$ cat src/rtl/pipe_mux_pkg.sv
// Shared constants and select-width helper for the pipe_mux slice.
// Holds defaults only; no logic, latency or flow control here.
// Imported by pipe_mux and rr_arb so both size the select identically.
package pipe_mux_pkg;

    localparam int DEF_WIDTH = 16;
    localparam int DEF_N     = 5;

    function automatic int sel_width(input int n);
        return (n < 2) ? 1 : $clog2(n);
    endfunction

endpackage

$ cat src/rtl/rr_arb.sv
// Round-robin grant: lowest-index requester strictly after last, wrapping.
// Latency 0 (purely combinational); the caller decides when last advances.
// No backpressure of its own; a grant is only a candidate until transferred.
module rr_arb
    import pipe_mux_pkg::*;
#(
    parameter  int N     = DEF_N,
    localparam int SEL_W = sel_width(N)
) (
    input  logic [N-1:0]     req,
    input  logic [SEL_W-1:0] last,
    output logic [SEL_W-1:0] grant,
    output logic             grant_vld
);

    int idx;

    // Scan farthest-first so the nearest requester after last overwrites.
    always_comb begin
        grant     = '0;
        grant_vld = 1'b0;
        idx       = 0;
        for (int k = N; k >= 1; k--) begin
            idx = (int'(last) + k) % N;
            if (req[idx]) begin
                grant     = idx[SEL_W-1:0];
                grant_vld = 1'b1;
            end
        end
    end

endmodule

$ cat src/rtl/pipe_mux.sv
// N-to-1 channel mux into a single-entry output register; round-robin mode under PIPE_MUX_RR_EN.
// Latency 1 cycle from accepted input to O/O_V; sustains one word per cycle.
// Backpressure: IN_R deasserts while O_V && !O_R; held word stays stable until taken.
module pipe_mux
    import pipe_mux_pkg::*;
#(
    parameter  int WIDTH = DEF_WIDTH,
    parameter  int N     = DEF_N,
    localparam int SEL_W = sel_width(N)
) (
`ifdef PIPE_MUX_RR_EN
    input  logic               RR,
`endif
    input  logic               CLK,
    input  logic               RST,
    input  logic [N*WIDTH-1:0] IN,
    input  logic [N-1:0]       IN_V,
    output logic [N-1:0]       IN_R,
    input  logic [SEL_W-1:0]   S,
    output logic [WIDTH-1:0]   O,
    output logic               O_V,
    input  logic               O_R,
    output logic               ERR
);

    logic [SEL_W-1:0] sel;
    logic             sel_ok;
    logic             err_set;
    logic             accept;
    logic             xfer;
    logic [WIDTH-1:0] in_word;

`ifdef PIPE_MUX_RR_EN
    logic [SEL_W-1:0] last;
    logic [SEL_W-1:0] grant;
    logic             grant_vld;

    rr_arb #(.N(N)) u_rr_arb (
        .req       (IN_V),
        .last      (last),
        .grant     (grant),
        .grant_vld (grant_vld)
    );

    // Illegal-select tracking only applies when S is actually in use.
    always_comb begin
        sel     = S;
        sel_ok  = int'(S) < N;
        err_set = 1'b0;
        if (RR) begin
            sel    = grant;
            sel_ok = grant_vld;
        end else begin
            err_set = !sel_ok && (|IN_V);
        end
    end

    always_ff @(posedge CLK) begin
        if (RST) begin
            last <= SEL_W'(N - 1);
        end else if (xfer && RR) begin
            last <= sel;
        end
    end
`else
    always_comb begin
        sel     = S;
        sel_ok  = int'(S) < N;
        err_set = !sel_ok && (|IN_V);
    end
`endif

    assign accept = !O_V || O_R;

    always_comb begin
        IN_R    = '0;
        in_word = '0;
        for (int i = 0; i < N; i++) begin
            if (int'(sel) == i) begin
                IN_R[i] = accept && sel_ok && !RST;
                in_word = IN[i*WIDTH +: WIDTH];
            end
        end
    end

    assign xfer = |(IN_R & IN_V);

    always_ff @(posedge CLK) begin
        if (RST) begin
            O   <= '0;
            O_V <= 1'b0;
            ERR <= 1'b0;
        end else begin
            if (xfer) begin
                O   <= in_word;
                O_V <= 1'b1;
            end else if (O_R) begin
                O_V <= 1'b0;
            end
            if (err_set) begin
                ERR <= 1'b1;
            end
        end
    end

endmodule

$ cat config.mk
export PLATFORM = sky130hd
export DESIGN_NAME = pipe_mux
export DESIGN_NICKNAME = d
export VERILOG_FILES = /design/src/rtl/pipe_mux_pkg.sv /design/src/rtl/rr_arb.sv /design/src/rtl/pipe_mux.sv
export SDC_FILE = /design/constraint.sdc
export NUM_CORES = 1
export LEC_CHECK = 0
export BUFFER_PORTS_ARGS = -buffer_cell sky130_fd_sc_hd__buf_2
export CORE_ASPECT_RATIO = 1.5
export CORE_UTILIZATION = 40
export DETAILED_ROUTE_END_ITERATION = 7
export GPL_TIMING_DRIVEN = 0
export PLACE_DENSITY_LB_ADDON = 0.2
export SYNTH_ARGS = -nofsm -noshare
export SYNTH_HDL_FRONTEND = slang
export SYNTH_SLANG_ARGS = --single-unit
$ cat constraint.sdc
create_clock -name CLK -period 2.3 [get_ports CLK]
set_input_delay 0.69 -clock CLK [delete_from_list [all_inputs] [get_ports CLK]]
set_output_delay 0.69 -clock CLK [all_outputs]
set_load 0.05 [all_outputs]
Word level (Yosys, flattened, before mapping)
Index checks and enable logic that the tools add are counted.
{"block": "totals", "regBits": 18, "input_bits": 91, "word_cells": 32}
{"block": "classes", "n_lt_le_gt_ge": 1, "eq_ne": 4, "muxes": 12, "bitwise": 1, "reduce_logical": 11}
{"op": "2-to-1 mux 16 bit", "count": 5}
{"op": "OR reduction 5 bit", "count": 2}
{"op": "== test 3 bit, second input constant", "count": 3}
{"op": "2-to-1 mux 1 bit", "count": 7}
{"op": "bitwise AND 5 bit", "count": 1}
{"op": "== test 3 x 2 -> 1 bit, second input constant", "count": 1}
{"op": "logical AND 1 bit", "count": 3}
{"op": "zero test 1 bit", "count": 3}
{"op": "zero test 3 bit", "count": 1}
{"op": "< comparator 3 bit, second input constant", "count": 1}
{"op": "nonzero test 2 bit", "count": 1}
{"op": "logical OR 1 bit", "count": 1}

Longest topological paths before layout
Gate-level depths: netlist (run 1).
{"block": "logic_depth", "ltp_word": 8, "mapped_depth": 7, "ltp_nobuf": 4}

Worst setup path after synthesis (run 1)
Ideal clock, no wire load.
{"block": "synth_timing", "path_kind": "input port to output port", "start": "in S[2]", "end": "out IN_R[1]", "arrival_ps": 2013, "required_time_ps": 1610, "setup_slack_ps": -403, "path_stages": 5, "path_buffers": 2, "cell_sequence": "buf_6 clkbuf_1 nor3_1 nand2_1 nor2_1"}
{"block": "synth_via", "elab_chain_cells": 4, "word_cells_on_any_way": 5, "classes_between": "order compare: 1; eq/ne: 1; mux: 1; reduce/logical: 2"}
{"item": "start: declaration", "line": "pipe_mux.sv:19", "text": "input logic [SEL_W-1:0] S,"}
{"item": "< comparator 3 bit", "line": "pipe_mux.sv:68", "text": "sel_ok = int'(S) < N;"}
{"item": "logical AND 1 bit (2 in a row)", "line": "pipe_mux.sv:80", "text": "IN_R[i] = accept && sel_ok && !RST;"}
{"item": "2-to-1 mux 1 bit *", "line": "pipe_mux.sv:79", "text": "if (int'(sel) == i) begin"}
{"item": "end: declaration", "line": "pipe_mux.sv:18", "text": "output logic [N-1:0] IN_R,"}
Every way passes the cells marked *; elsewhere a longest branch is shown, timed or not.

Worst setup path after layout (run 1)
{"block": "layout_timing", "start": "in S[1]", "end": "out IN_R[4]"}
The elaborated chain is that of the path after synthesis.

==> results.txt, run 1 <==
Min-Delay Path Class = reg2reg
Final setup margin = 39.6 ps
Routability cong. = 0.780
Largest net degree at the start of global routing = 29
Initial antenna violation count = 0
IO Port Bufs = 112
Crit path arrival time = 1570 ps
Root Driver = clkbuf_8
Grt ovf = 0
DR vias/cell = 5.33
Total Wirelength = 4800 um
DRC = 0
Post-synth design cell area = 0.00154 sq mm
H-tree Lvls = 1
Area of the multi-input gates = 0.00111 sq mm
TritonRoute pass-1 iters = 4
Final Skew = 1.69 ps
Reg area = 360 sq um
R2R Path End = O[2]$_SDFFE_PP0P_
Final Hold Fails = 0
HP Start = ERR$_SDFFE_PP0P_
Kind of critical path = in2out
Mapped Cells = 184
Status = completed
Worst EP required = 1610 ps
Layout cells sized above 1 = 48.7%
Unrepaired setup endpoints after global routing = false
Synth area leader = mux2i_1
Rows = 27
Slew HR = 65.8%
Worst skew pair latency = 250 ps
Reg clk slew, reported paths = 70 ps
DP Worst Slack = -393 ps
CP Capture Type = output pin
Total power = 1.01 mW
Yosys Warn Count = 0
Commonest non-fill, non-tap cell in the layout = buf_2
Tmin final = 2260 ps
Maximum clock path buffer count = 2
Inserted Diodes = 0
Iteration-0 DRC Markers = 23
Syn nets = 275
Hold Path Depth = 2
Max-cap viol count = 0
Slew Limit Fails = 0
Vias in the first global route = 1674
Max Fanout on Critical Path = 19
Total track usage = 23.2%
Total Nets Final = 390
Dpl hpwl = 3780 um
Seq/Total Area, Yosys = 23.5%
Post-route clock period utilization = 98.3%
Worst-Margin Slew = 513 ps
Min-Delay Endpoint = ERR$_SDFFE_PP0P_
Core box area = 0.00368 sq mm
DIE HEIGHT = 77.9 um
Power per cell area = 441 mW/mm^2
Area share of the largest cell type after synthesis = 24.8%
CTS tree = built
Leakage power = 1.25 nW
Post-synth cell types = 28
WL/cell = 14.1 um
Via count = 1817
Post-route ant nets = 0
Peak Freq = 0.442 GHz
VDD IR-drop max = 0.299 mV
CP startpoint kind = primary input
Final setup violation count = 0
Chip width = 52.6 um
Total CTS buffers = 3
Number of fillers in the final layout = 358
CTS Sinks = 18
Worst R2R Setup Slack = 910 ps
Io pins = 114
Worst r2r src = O_V$_SDFFE_PP0P_
First-pass GRT wire length = 7160 um
Final TNS setup = 0 ps
Most frequent cells in the layout = buf_2, mux2i_1, o21ai_0
Layout area overhead = 49.6%
Yosys reg bits = 18
Die area = 0.00410 sq mm
Synth top area cells = mux2i_1, dfxtp_1, o21ai_0, a21o_1, nand2b_1
Reg2reg path depth = 5
Syn avg cell area = 8.34 sq um
Starting density of the core = 41.7%
==> per-stage QoR <==
step           cells  hold slack (ps)  utilization, %  area [sq um]
3_3_place_gp     339              433            59.2          2180
2_1_floorplan    184              664               -          1570
5_1_grt          341              479            62.4          2300
3_5_place_dp     339              440            59.2          2180
4_1_cts          340              451            61.7          2270
6_report         341              453            62.4          2300
==> how the worst max path moves through the flow <==
| stage | startpoint | endpoint | slack [ps] | depth (start not counted) |
|---|---|---|---|---|
| after floorplan | S[0] | IN_R[4] | -4 | 5 |
| after global placement | S[0] | IN_R[4] | -370 | 7 |
| after detailed placement | S[0] | IN_R[4] | -390 | 7 |
| after CTS | RST | IN_R[0] | 10 | 6 |
| after global routing | S[2] | IN_R[0] | 1 | 6 |
| final | S[1] | IN_R[4] | 40 | 5 |
==> registers in the layout, summed over array words and instances, names as in the netlist <==
signal	flops
O	16
O_V	1
ERR	1
==> cell usage after synthesis <==
library cell	n
o21a_1	6
mux2_2	6
nor2_1	14
o31ai_4	1
buf_1	1
nand2b_1	11
o22ai_1	6
mux2i_1	38
nand3_1	6
clkbuf_2	1
a22oi_1	6
inv_1	1
nor3_1	3
nor2b_4	1
o21ai_0	20
and3_1	2
clkbuf_1	6
buf_6	3
a21oi_1	2
nand2_1	3
and2_1	1
or4_1	1
o221ai_1	1
dfxtp_1	18
buf_4	2
nor2b_1	10
buf_2	4
a21o_1	10
==> report_power, final <==
part	switching (mW)	total, mW	internal (mW)
clock network	0.113	0.265	0.152
registers	0.0100	0.344	0.334
logic	0.229	0.404	0.175
total	0.352	1.01	0.662
==> worst max-delay path: stages <==
cell	delay [ps]
buf_2	130
buf_4	200
nor2_1	160
and3_4	200
buf_4	190
==> area by class of cell <==
cell class	count	share of cell area (%)
Multi-Input combinational cell	148	48.3
Clock buffer	4	2.40
Inverter	1	0.163
Sequential cell	18	15.7
Buffer	13	5.07
Tap cell	43	2.34
Timing Repair Buffer	114	26.1
==> timing repair <==
item                                    in CTS  in global routing
pin swaps                                    1                  1
buffers inserted                             1                  1
endpoints found under the setup margin       5                  5
gates resized for setup                     17                  6
hold buffers                                 0                  0
==> cells by family (layout without fill, tap and decap cells) <==
logic type,count (synthesis),after routing,share of synthesized area [%]
AO/OA/AOI/OAI,52,52,22.3
flip-flops,18,18,23.5
AND/OR/NAND/NOR,52,52,18.3
buffers and inverters,18,132,6.76
multiplexers,44,44,29.2
==> layer usage <==
metal	global-route usage (%)	wire, um	vias up
li1	-	-	891
met1	22.2	1760	845
met2	47.2	2700	75
met3	2.94	286	6
met4	6.84	60	0
met5	0	0	-
No activity file was read; power rests on OpenSTA's default activity.
==> run 2, diff against run 1 <==
CORE_UTILIZATION = 41   (was 40)
RECOVER_POWER = 100   (was default)
==> run 2 against run 1 <==
- flip-flop and latch count unchanged
- design area decreased by 3.4%
- largest power group unchanged
- final cell count decreased by 1.5%
- non-clock buffer count decreased by 4
- critical endpoint unchanged
- via count decreased by 1.6%
- combinational power decreased by 4%
==> results.txt, run 2 (synthesis results as in run 1) <==
Largest net degree at the start of global routing = 29 (unchanged)
Rows = 26 (-3.7%)
DR vias/cell = 5.32 (-0.13%)
Layout cells sized above 1 = 42.9% (-5.8 points)
Layout area overhead = 44.6%
Total CTS buffers = 3 (unchanged)
Postcts setup bufs = 0 (-1)
Final setup violation count = 0 (unchanged)
Kind of critical path = in2out
CP Capture Type = output pin
Number of fillers in the final layout = 349 (-2.5%)
Crit-path leading delay family = buffers and inverters
Reg with most FFs = O
First-pass GRT wire length = 7210 um (+0.67%)
Via count = 1788 (-1.6%)
VDD IR-drop max = 0.351 mV (+18%)
Hold_buf cts = 0 (unchanged)
Worst r2r src = O_V$_SDFFE_PP0P_
Io pins = 114 (unchanged)
Crit path to = IN_R[4]
Max FFs per register = 16 (unchanged)
IO Port Bufs = 112 (unchanged)
Grt ovf = 0 (unchanged)
Initial antenna violation count = 0 (unchanged)
CTS tree = built
DIE HEIGHT = 76.9 um (-1.2%)
Largest regs = O x16, ERR x1, O_V x1
Unrepaired setup endpoints after global routing = false
H-tree Lvls = 1 (unchanged)
Most frequent cells in the layout = buf_2, mux2i_1, o21ai_0
Reg clk slew, reported paths = 70 ps (about the same)
Dpl hpwl = 3770 um (-0.41%)
Iteration-0 DRC Markers = 42 (+83%)
Worst EP required = 1610 ps (about the same)
Crit path from = S[0]
Final setup margin = 68.2 ps (+28.6 ps)
Non-filler cells, final = 336 (-1.5%)
Maximum clock path buffer count = 2 (unchanged)
Final Hold Fails = 0 (unchanged)
Crit-path slowest cell = buf_4
Vias in the first global route = 1760 (+5.1%)
Power per cell area = 445 mW/mm^2 (+0.78%)
Worst skew pair latency = 250 ps (about the same)
Commonest non-fill, non-tap cell in the layout = buf_2
Slew Limit Fails = 0 (unchanged)
CTS Sinks = 18 (unchanged)
Routability cong. = 0.750 (-3.9%)
Die area = 0.00400 sq mm (-2.4%)
Reg2reg path depth = 5 (unchanged)
R2R Path End = O[3]$_SDFFE_PP0P_
DP Worst Slack = -376 ps (+17.0 ps)
Chip width = 52.0 um (-1.2%)
CP Buf/Inv Count = 3 (unchanged)
Core box area = 0.00348 sq mm (-5.5%)
Status = completed
Leakage power = 1.15 nW (-8.2%)
Worst-Margin Slew = 660 ps (+147 ps)
Placed Area = 0.00218 sq mm (about the same)
WL/cell = 13.6 um (-3.7%)
Max-cap viol count = 0 (unchanged)
Critical Path Most Common Cell = buf_4
Root Driver = clkbuf_8
Post-route clock period utilization = 97.0% (-1.2 points)
Total Wirelength = 4560 um (-5.1%)
Critical-path cell list = buf_2 > buf_4 > nor2_2 > and3_4 > buf_4
Max stage delay on crit path = 240 ps (+40 ps)
CP startpoint kind = primary input
Final TNS setup = 0 ps (unchanged)
Dpl cells = 338 (-0.29%)
Crit path arrival time = 1540 ps (-30 ps)
Tmin final = 2230 ps (-28.6 ps)
Total Nets Final = 386 (-1.0%)
Max Fanout on Critical Path = 28 (+9)
Starting density of the core = 44.1% (+2.4 points)
Peak Freq = 0.448 GHz (+1.3%)
DRC = 0 (unchanged)
Inserted Diodes = 0 (unchanged)
HP Start = ERR$_SDFFE_PP0P_
Final Cell Area = 0.00222 sq mm (-3.4%)
Slew HR = 56.2% (-9.6 points)
Post-route ant nets = 0 (unchanged)
Min-Delay Path Class = reg2reg
TritonRoute pass-1 iters = 4 (unchanged)
Final Skew = 1.37 ps (-0.325 ps)
Final hold slack = 445 ps (-8.09 ps)
Critical path depth in cells = 5 (unchanged)
Total track usage = 23.3% (+0.11 points)
Worst R2R Setup Slack = 770 ps (-140 ps)
run 2: layout make-up:
cell class	count	area (sq um)	area share, %
Multi-Input combinational cell	148	1120	50.3
Buffer	11	77.6	3.49
Timing Repair Buffer	112	554	25.0
Clock buffer	4	55.1	2.48
Sequential cell	18	360	16.2
Tap cell	42	52.6	2.37
Inverter	1	3.75	0.169
run 2: how the worst min path moves through the flow:
stage                             to  slack, ps  cells after the start
finish              ERR$_SDFFE_PP0P_        440                      2
global route        ERR$_SDFFE_PP0P_        470                      2
CTS                 ERR$_SDFFE_PP0P_        450                      2
detailed placement  ERR$_SDFFE_PP0P_        440                      2
global placement    ERR$_SDFFE_PP0P_        430                      2
floorplan           ERR$_SDFFE_PP0P_        660                      2
run 2: power by group:
part	switching (mW)	internal, mW	leakage (nW)
combinational	0.228	0.160	0.970
sequential	0.0102	0.334	0.147
clock	0.103	0.152	0.0288
run 2: worst register-to-register path, cell delays in order (launching register included):
cell and delay, ps:
dfxtp_1 340, nor2b_2 230, nor2_1 110, o31ai_4 140, clkbuf_2 400, mux2i_1 240
run 2: per-layer routing:
layer	vias up	track usage, %	wire length (um)
li1	888	-	-
met3	6	2.98	286
met4	0	6.76	70
met1	822	22.5	1670
met5	-	0	0
met2	72	47.2	2530
run 2: repair_timing:
action / 4_1_cts / 5_1_grt
pin swaps: 1 / 1
endpoints found under the setup margin: 5 / 4
gates resized for setup: 12 / 7
cloned: 0 / 0
run 2: metrics by stage:
stage          power, mW  utilization [%]
2_1_floorplan      0.608                -
5_1_grt             1.04             63.8
6_report           0.987             63.8
3_5_place_dp       0.745             62.6
3_3_place_gp       0.740             62.6
4_1_cts             1.01             64.4
==> run 3, diff against run 2 <==
CORE_ASPECT_RATIO = 0.5   (was 1.5)
CORE_UTILIZATION = 42   (was 41)
CTS_BUF_LIST = sky130_fd_sc_hd__clkbuf_4   (was default)
==> run 3 against run 2 <==
- setup slack worse by 5.0 ps
- maximum frequency is 0.23% lower
- sequential power is essentially flat
- utilization shrank 0.49 points
- clock-buffer cell count down 1
- flip-flop and latch count stayed put
- highest routed layer unchanged
- sequential share of layout area is 0.17 points higher
- clock power down 32%
==> results.txt, run 3 (synthesis results as in run 1) <==
Status = completed
Max FFs per register = 16 (unchanged)
Worst skew pair latency = 300 ps (+50 ps)
Leakage power = 1.13 nW (-1.2%)
Finished Core Util = 63.3% (-0.49 points)
DRC = 0 (unchanged)
Final Hold Fails = 0 (unchanged)
Area of the multi-input gates = 0.00110 sq mm (-1.2%)
Slew Limit Fails = 0 (unchanged)
Via count = 1792 (+0.22%)
DR vias/cell = 5.19 (-2.4%)
Worst-Margin Slew = 840 ps (+180 ps)
Starting density of the core = 44.2% (+0.11 points)
Kind of critical path = in2out
Final Skew = 5.64 ps (+4.28 ps)
HP Start = ERR$_SDFFE_PP0P_
Final Cell Area = 0.00220 sq mm (-1.0%)
Routability cong. = 0.803 (+7.1%)
Crit path arrival time = 1550 ps (about the same)
DIE HEIGHT = 44.8 um (-42%)
CP Capture Type = output pin
Max stage delay on crit path = 270 ps (+30 ps)
Chip width = 87.5 um (+68%)
Die area = 0.00392 sq mm (-2.1%)
First-pass GRT wire length = 6870 um (-4.7%)
Hold_buf cts = 0 (unchanged)
CTS Sinks = 18 (unchanged)
H-tree Lvls = 1 (unchanged)
Inserted Diodes = 0 (unchanged)
Dpl hpwl = 3620 um (-3.9%)
Max Fanout on Critical Path = 11 (-61%)
Layout cells sized above 1 = 41.5% (-1.4 points)
TritonRoute pass-1 iters = 4 (unchanged)
Worst R2R Setup Slack = 790 ps (+20 ps)
Post-route ant nets = 0 (unchanged)
Worst EP required = 1610 ps (about the same)
Grt ovf = 0 (unchanged)
Critical-path cell list = buf_2 > nor3_4 > nand2_1 > nor2_4 > buf_4
Total CTS buffers = 3 (unchanged)
Reg area = 360 sq um (unchanged)
Reg clk slew, reported paths = 110 ps (+40 ps)
VDD IR-drop max = 0.196 mV (-44%)
Rows = 15 (-42%)
Post-route clock period utilization = 97.3% (+0.22 points)
Reg with most FFs = O
Number of fillers in the final layout = 325 (-6.9%)
Min-Delay Endpoint = ERR$_SDFFE_PP0P_
Crit-path slowest cell = nor3_4
Layout area overhead = 43.1%
CP startpoint kind = primary input
Hold Path Depth = 2 (unchanged)
Total Wirelength = 4630 um (+1.7%)
Final setup violation count = 0 (unchanged)
Power per cell area = 412 mW/mm^2 (-7.3%)
Total power = 0.905 mW (-8.3%)
CTS tree = built
Most frequent cells in the layout = buf_2, mux2i_1, o21ai_0, clkbuf_1, dfxtp_1
Largest net degree at the start of global routing = 29 (unchanged)
Largest regs = O x16, ERR x1, O_V x1
Min-Delay Path Class = reg2reg
Iteration-0 DRC Markers = 43 (+2.4%)
Peak Freq = 0.447 GHz (-0.23%)
Io pins = 114 (unchanged)
Vias in the first global route = 1559 (-11%)
IO Port Bufs = 112 (unchanged)
Reg2reg path depth = 5 (unchanged)
Tmin final = 2240 ps (+5.05 ps)
Total track usage = 23.0% (-0.36 points)
Initial antenna violation count = 0 (unchanged)
Worst r2r src = O_V$_SDFFE_PP0P_
Placed Area = 0.00219 sq mm (+0.52%)
Max-cap viol count = 0 (unchanged)
R2R Path End = O[11]$_SDFFE_PP0P_
Maximum clock path buffer count = 2 (unchanged)
Total Nets Final = 386 (unchanged)
Root Driver = clkbuf_4
Core box area = 0.00347 sq mm (-0.25%)
Commonest non-fill, non-tap cell in the layout = buf_2
Slew HR = 43.7% (-13 points)
WL/cell = 13.4 um (-0.96%)
-- run 3: area by class of cell --
| cell class | instances | area share [%] |
|---|---|---|
| multi-input combinational | 148 | 50.2 |
| timing repair buffer | 112 | 25.2 |
| sequential | 18 | 16.4 |
| buffer | 11 | 3.99 |
| tap | 51 | 2.90 |
| clock buffer | 3 | 1.03 |
| clock inverter | 1 | 0.171 |
| inverter | 1 | 0.171 |
-- run 3: worst max path at each step --
| stage | start | to | slack, ps | depth (start not counted) |
|---|---|---|---|---|
| after floorplan | S[0] | IN_R[4] | -4 | 5 |
| after global placement | S[0] | IN_R[4] | -370 | 7 |
| after detailed placement | S[0] | IN_R[4] | -380 | 7 |
| after CTS | S[2] | IN_R[2] | 20 | 6 |
| after global routing | RST | IN_R[1] | -0.8 | 5 |
| final | RST | IN_R[1] | 60 | 5 |
-- run 3: worst max-delay path, delay by kind of cell --
| kind | cells | cell delay (ps) |
|---|---|---|
| simple gates | 3 | 480 |
| buf+inv | 2 | 370 |
-- run 3: per-layer routing --
metal	up-vias	wire, um	GRT usage (%)
li1	885	-	-
met1	816	2010	28.3
met2	89	2260	42.7
met3	2	348	5.12
met4	0	17	3.61
met5	-	0	0
-- run 3: through the flow --
stage | setup WS (ps) | setup TNS, ps | cells | hold WS (ps)
finish | 63.1 | 0 | 345 | 458
global route | -0.770 | -0.770 | 345 | 486
CTS | 22.1 | 0 | 346 | 459
detailed placement | -381 | -1600 | 347 | 442
global placement | -368 | -1520 | 347 | 434
floorplan | -3.64 | -3.64 | 184 | 664
-- run 3: power breakdown --
group / internal, mW / switching [mW] / leakage, nW / total [mW]
sequential: 0.334 / 0.0112 / 0.147 / 0.346
combinational: 0.161 / 0.227 / 0.970 / 0.388
clock: 0.0633 / 0.109 / 0.0154 / 0.172
-- run 3: what timing repair did --
action	4_1_cts	5_1_grt
endpoints found under the setup margin	5	4
hold endpoints to repair	0	0
pin swaps	1	1
setup buffers	0	0
gates resized for setup	11	5
